File: config.mk
export PLATFORM = sky130hd
export DESIGN_NAME = pht_access_scheduler
export DESIGN_NICKNAME = d
export VERILOG_FILES = /design/src/rtl/pht_access_scheduler.sv
export SDC_FILE = /design/constraint.sdc
export NUM_CORES = 1
export LEC_CHECK = 0
export CAP_MARGIN = 40
export CORE_MARGIN = 1.5
export CORE_UTILIZATION = 27
export CTS_BUF_LIST = sky130_fd_sc_hd__clkbuf_8
export CTS_CLUSTER_SIZE = 10
export DETAILED_ROUTE_END_ITERATION = 10
export HOLD_SLACK_MARGIN = 0.08
export PLACE_DENSITY_LB_ADDON = 0.12
export SETUP_SLACK_MARGIN = 0.15
export SYNTH_ARGS = -nofsm -noshare
export SYNTH_HDL_FRONTEND = slang
export SYNTH_SLANG_ARGS = --single-unit
File: constraint.sdc
create_clock -name clk -period 2.4 [get_ports clk]
set_input_delay 0.48 -clock clk [delete_from_list [all_inputs] [get_ports clk]]
set_output_delay 0.48 -clock clk [all_outputs]
set_load 0.02 [all_outputs]
File: src/rtl/pht_access_scheduler.sv
// pht_access_scheduler
//   Arbitrates a single-port pattern-history table (PHT) of 2-bit saturating
//   counters between decode-stage prediction lookups and EX-stage resolution
//   feedback. Feedback is queued in a small FIFO and applied as a read/modify/
//   write pair. A starvation counter forces pending updates through when
//   lookups monopolise the table. After reset the whole table is swept to
//   weakly-not-taken before any access is allowed.
//
// Ports
//   clk, rst                 clock, asynchronous active-high reset
//   req_valid, req_pc        prediction request from decode
//   req_ready                lookup granted this cycle (combinational)
//   pred_valid, pred_taken   prediction, one cycle after a grant
//   fb_valid, fb_pc, fb_taken  branch resolution feedback
//   fb_drop                  feedback discarded (FIFO full)
//   tbl_en, tbl_we, tbl_index, tbl_wdata, tbl_rdata   table port (1-cycle read)
//   init_done                table sweep finished
module pht_access_scheduler #(
  parameter int ADDR_WIDTH   = 32,
  parameter int INDEX_WIDTH  = 6,
  parameter int FIFO_DEPTH   = 4,
  parameter int STARVE_LIMIT = 4
) (
  input  logic                   clk,
  input  logic                   rst,
  input  logic                   req_valid,
  input  logic [ADDR_WIDTH-1:0]  req_pc,
  output logic                   req_ready,
  output logic                   pred_valid,
  output logic                   pred_taken,
  input  logic                   fb_valid,
  input  logic [ADDR_WIDTH-1:0]  fb_pc,
  input  logic                   fb_taken,
  output logic                   fb_drop,
  output logic                   tbl_en,
  output logic                   tbl_we,
  output logic [INDEX_WIDTH-1:0] tbl_index,
  output logic [1:0]             tbl_wdata,
  input  logic [1:0]             tbl_rdata,
  output logic                   init_done
);

  localparam int PTR_W    = (FIFO_DEPTH > 1) ? $clog2(FIFO_DEPTH) : 1;
  localparam int CNT_W    = $clog2(FIFO_DEPTH + 1);
  localparam int STV_W    = $clog2(STARVE_LIMIT + 1);
  localparam int TBL_SIZE = 2 ** INDEX_WIDTH;

  typedef enum logic [1:0] {INIT, RUN, UPD_WR} state_t;

  state_t                 state, state_next;
  logic [INDEX_WIDTH-1:0] sweep_idx;
  logic [INDEX_WIDTH:0]   fifo_mem [FIFO_DEPTH];  // {index, taken}
  logic [PTR_W-1:0]       head, tail;
  logic [CNT_W-1:0]       count;
  logic [STV_W-1:0]       starve_cnt;
  logic [INDEX_WIDTH-1:0] upd_idx;
  logic                   upd_taken;
  logic                   pred_valid_reg;
  logic                   init_done_reg;

  logic [INDEX_WIDTH-1:0] lookup_idx, fb_idx, head_idx;
  logic                   head_taken;
  logic                   fifo_full, fifo_empty, in_run;
  logic                   grant, pop, push;
  logic [1:0]             sat_val;

  // Only the index bits of the PCs are meaningful here.
  logic unused_pc_bits;
  assign unused_pc_bits = ^{req_pc[ADDR_WIDTH-1:INDEX_WIDTH+2], req_pc[1:0],
                            fb_pc[ADDR_WIDTH-1:INDEX_WIDTH+2], fb_pc[1:0]};

  assign lookup_idx = req_pc[INDEX_WIDTH+1:2];
  assign fb_idx     = fb_pc[INDEX_WIDTH+1:2];
  assign head_idx   = fifo_mem[head][INDEX_WIDTH:1];
  assign head_taken = fifo_mem[head][0];

  assign fifo_full  = (count == CNT_W'(FIFO_DEPTH));
  assign fifo_empty = (count == '0);
  assign in_run     = (state == RUN);

  // Lookups are held off when the FIFO is full so feedback is not lost, and
  // when an update has waited STARVE_LIMIT cycles.
  assign grant = in_run && req_valid && !fifo_full &&
                 (starve_cnt < STV_W'(STARVE_LIMIT));
  assign pop   = in_run && !grant && !fifo_empty;
  // A slot freed by this cycle's pop can be reused immediately.
  assign push  = fb_valid && (!fifo_full || pop);

  assign fb_drop    = fb_valid && !push;
  assign req_ready  = grant;
  assign pred_valid = pred_valid_reg;
  assign pred_taken = pred_valid_reg & tbl_rdata[1];
  assign init_done  = init_done_reg;

  always_comb begin
    sat_val = tbl_rdata;
    if (upd_taken) begin
      if (tbl_rdata != 2'b11) sat_val = tbl_rdata + 2'b01;
    end else begin
      if (tbl_rdata != 2'b00) sat_val = tbl_rdata - 2'b01;
    end
  end

  always_comb begin
    state_next = state;
    tbl_en     = 1'b0;
    tbl_we     = 1'b0;
    tbl_index  = '0;
    tbl_wdata  = 2'b00;
    case (state)
      INIT: begin
        // Outputs stay quiet while reset is held.
        if (!rst) begin
          tbl_en    = 1'b1;
          tbl_we    = 1'b1;
          tbl_index = sweep_idx;
          tbl_wdata = 2'b01;
        end
        if (sweep_idx == INDEX_WIDTH'(TBL_SIZE - 1)) state_next = RUN;
      end
      RUN: begin
        if (grant) begin
          tbl_en    = 1'b1;
          tbl_index = lookup_idx;
        end else if (pop) begin
          tbl_en     = 1'b1;
          tbl_index  = head_idx;
          state_next = UPD_WR;
        end
      end
      UPD_WR: begin
        tbl_en     = 1'b1;
        tbl_we     = 1'b1;
        tbl_index  = upd_idx;
        tbl_wdata  = sat_val;
        state_next = RUN;
      end
      default: state_next = INIT;
    endcase
  end

  always_ff @(posedge clk or posedge rst) begin
    if (rst) begin
      state          <= INIT;
      sweep_idx      <= '0;
      head           <= '0;
      tail           <= '0;
      count          <= '0;
      starve_cnt     <= '0;
      upd_idx        <= '0;
      upd_taken      <= 1'b0;
      pred_valid_reg <= 1'b0;
      init_done_reg  <= 1'b0;
    end else begin
      state          <= state_next;
      pred_valid_reg <= grant;
      if (state == INIT) begin
        sweep_idx <= sweep_idx + 1'b1;
        if (state_next == RUN) init_done_reg <= 1'b1;
      end
      if (in_run) begin
        if (pop || fifo_empty) starve_cnt <= '0;
        else if (starve_cnt < STV_W'(STARVE_LIMIT)) starve_cnt <= starve_cnt + 1'b1;
      end
      if (pop) begin
        upd_idx   <= head_idx;
        upd_taken <= head_taken;
        head      <= (head == PTR_W'(FIFO_DEPTH - 1)) ? '0 : head + 1'b1;
      end
      if (push) tail <= (tail == PTR_W'(FIFO_DEPTH - 1)) ? '0 : tail + 1'b1;
      case ({push, pop})
        2'b10:   count <= count + 1'b1;
        2'b01:   count <= count - 1'b1;
        default: count <= count;
      endcase
    end
  end

  // Storage carries no reset; the pointers define which entries are live.
  always_ff @(posedge clk) begin
    if (push) fifo_mem[tail] <= {fb_idx, fb_taken};
  end

endmodule

==> flow_summary.json <==
{
  "drc_errors": 0,
  "fill_cells": 951,
  "htreeDepth": 2,
  "setup_viol": 0,
  "path_delay_family": "compound AO/OA/AOI/OAI gates",
  "ys_types": 40,
  "design_area_sq_um": 3380,
  "synth_ff_type": "edfxtp_1",
  "die_h_um": 102,
  "clk_latency_ps": 310,
  "reg_top3": "fifo_mem x28, sweep_idx x6, upd_idx x6",
  "synthTopCellsByArea": "edfxtp_1 32%, dfrtp_1 26%, mux2i_1 7.2%",
  "ant_nets": 0,
  "slew_violations": 0,
  "place_area_sq_um": 3250,
  "synth_top_family_by_area": "multiplexers",
  "initial_core_util_pct": 28.2,
  "fin_util_pct": 36.1,
  "track_usage_pct": 11.5,
  "wl_mm": 5.44,
  "wl_per_cell_um": 14.2,
  "final.min_clock_period_ps": 2280,
  "synth_fa_ha_area_share_pct": 4.92,
  "hold_path_class": "reg -> reg",
  "cts_hold_buf": 0,
  "synth-edff-count": 28,
  "largest_reg_flops": 28,
  "clock_skew_ps": 7.80,
  "async_flop_share_pct": 49.1,
  "syn_inst": 201,
  "ys_warn_count": 0,
  "synth-compound-area-share_pct": 6.76,
  "grt_max_degree": 21,
  "portBuffers": 33,
  "drt_iter0_drc": 32,
  "required_ps": 1920,
  "clk_pin_slew_ps": 110,
  "path_buf_inv": 1,
  "critPathKind": "reg -> out",
  "synthXorXnorAreaFrac_pct": 2.65,
  "diodes": 0,
  "power_density_nw_per_um2": 667,
  "path_cells": "or2_4, a211o_4, o221ai_2, buf_4",
  "power.total_mw": 2.26,
  "grt_pass1_wl_mm": 9.00,
  "dieArea_sq_um": 10400,
  "synth-seq-cells": 55,
  "hold_violations": 0,
  "clock_sinks": 55,
  "root_buffer": "clkbuf_8",
  "cts_made_buffers": 5,
  "cts_max_path_buffers": 2,
  "drt_pre_antenna_iters": 4,
  "peakVddDrop_v": 0.000322,
  "hpwl_mm": 3.94,
  "seq_area_frac_synth_pct": 57.3,
  "synth_nets": 281,
  "worst_slew_margin_rel_pct": 67.7,
  "worst_pin_slew_ps": 483,
  "rsz0062_at_grt": "yes",
  "yosysTopAreaCell": "edfxtp_1",
  "cts_tree": "done",
  "core_sq_um": 9370,
  "fin_crit_sh_pct": 95.0,
  "final_nets": 334,
  "synth_simple_gate_area_share_pct": 9.88,
  "crit_slowest_cell": "dfrtp_1",
  "critPathMaxStageDelay_ps": 420,
  "grt_overflow": 0,
  "synthMuxAreaShare_pct": 13.7,
  "boundaryPins": 86,
  "fmax_mhz": 439,
  "startpoint_type": "flop",
  "synth_top_cell_area_share_pct": 31.8,
  "antenna_found_initial": 0,
  "area_delta_synth_final_pct": 27.9,
  "gp_congestion": 0.713,
  "syn_area_sq_um": 2650,
  "fp-row-count": 35,
  "vias_per_cell": 4.31,
  "grt_pass1_vias": 1734,
  "p_leak_nw": 1.35,
  "status": "complete, no violations",
  "dr_total_vias": 1656,
  "drv_cap": 0,
  "crit_path_end_kind": "output port",
  "largest_register": "fifo_mem",
  "worstPathArrival_ps": 1800,
  "die_width_um": 102,
  "syn_area_per_cell_sq_um": 13.2,
  "cp_max_fo": 7,
  "drive_gt1_share_pct": 28.6
}
metal layers:
metal,up-vias,track usage (%),routed length (um)
li1,820,-,-
met1,817,15.5,2600
met2,15,19.3,2690
met3,4,1.50,71
met4,0,3.79,73
met5,-,0,0
worst paths after layout:
path	from	to	slack, ps	cells after the start
min	sweep_idx[5]	sweep_idx[5]	500	1
max in group asynchronous	rst	upd_idx[2]	1400	4
max reg2reg	count[1]	count[2]	130	10
min in group asynchronous	rst	sweep_idx[4]	550	3
min reg2reg	sweep_idx[5]	sweep_idx[5]	500	1
max	count[1]	tbl_index[2]	120	4
cell usage after synthesis, types with 2 or more instances:
| cell | number |
|---|---|
| nand4_1 | 3 |
| nor2b_1 | 2 |
| nor3_1 | 2 |
| a21oi_1 | 7 |
| mux2i_1 | 19 |
| edfxtp_1 | 28 |
| mux2_2 | 8 |
| buf_2 | 2 |
| nand3_1 | 6 |
| o21bai_1 | 2 |
| and2_2 | 5 |
| clkbuf_1 | 4 |
| o21ai_0 | 4 |
| xor2_1 | 3 |
| inv_1 | 17 |
| nand2b_1 | 2 |
| nor2_1 | 5 |
| nand2_1 | 9 |
| ha_1 | 8 |
| o221ai_1 | 7 |
| nor3b_1 | 6 |
| xnor2_1 | 5 |
| mux2_4 | 4 |
| dfrtp_1 | 27 |
metrics by stage:
stage | TNS [ps] | hold slack (ps) | std cells | setup WS (ps)
3_3_place_gp | -4150 | 482 | 374 | -440
4_1_cts | 0 | 510 | 384 | 64.7
5_1_grt | 0 | 545 | 384 | 31.9
3_5_place_dp | -4070 | 485 | 374 | -433
2_1_floorplan | 0 | 454 | 201 | 156
6_report | 0 | 504 | 384 | 120
area by class of cell:
cell class	count	area, sq um	share of cell area [%]
Clock buffer	5	68.8	2.03
Inverter	18	70.1	2.07
Sequential cell	55	1520	44.8
Clock inverter	3	27.5	0.813
Timing Repair Buffer	55	480	14.2
Multi-Input combinational cell	119	1060	31.3
Tap cell	129	161	4.77
report_power, final:
| part | total [mW] | internal (mW) | switching, mW |
|---|---|---|---|
| Clock | 0.536 | 0.215 | 0.321 |
| Combinational | 0.516 | 0.261 | 0.256 |
| Sequential | 1.21 | 1.14 | 0.0640 |
| Total | 2.26 | 1.62 | 0.640 |
timing repair:
item / 4_1_cts / 5_1_grt
setup buffers: 2 / 0
gates resized for setup: 64 / 3
endpoints found under the setup margin: 14 / 10
endpoints found under the hold margin: 0 / 0
pin swaps: 11 / 6
kinds of logic after synthesis:
family,after synthesis
buffers and inverters,27
AO/OA/AOI/OAI,24
AND/OR/NAND/NOR,45
adder cells (fa/ha/maj),10
flip-flops,55
multiplexers,32
XOR/XNOR,8
placed cells by master (no fill, tap or decap), types with 7 or more instances in the layout:
cell type	n
clkdlybuf4s50_1	18
dfrtp_1	27
nand2_1	9
mux2i_1	19
inv_1	15
edfxtp_1	28
ha_1	7
buf_4	26
mux2_2	8
Note: power is estimated with default switching activity, not from simulation.
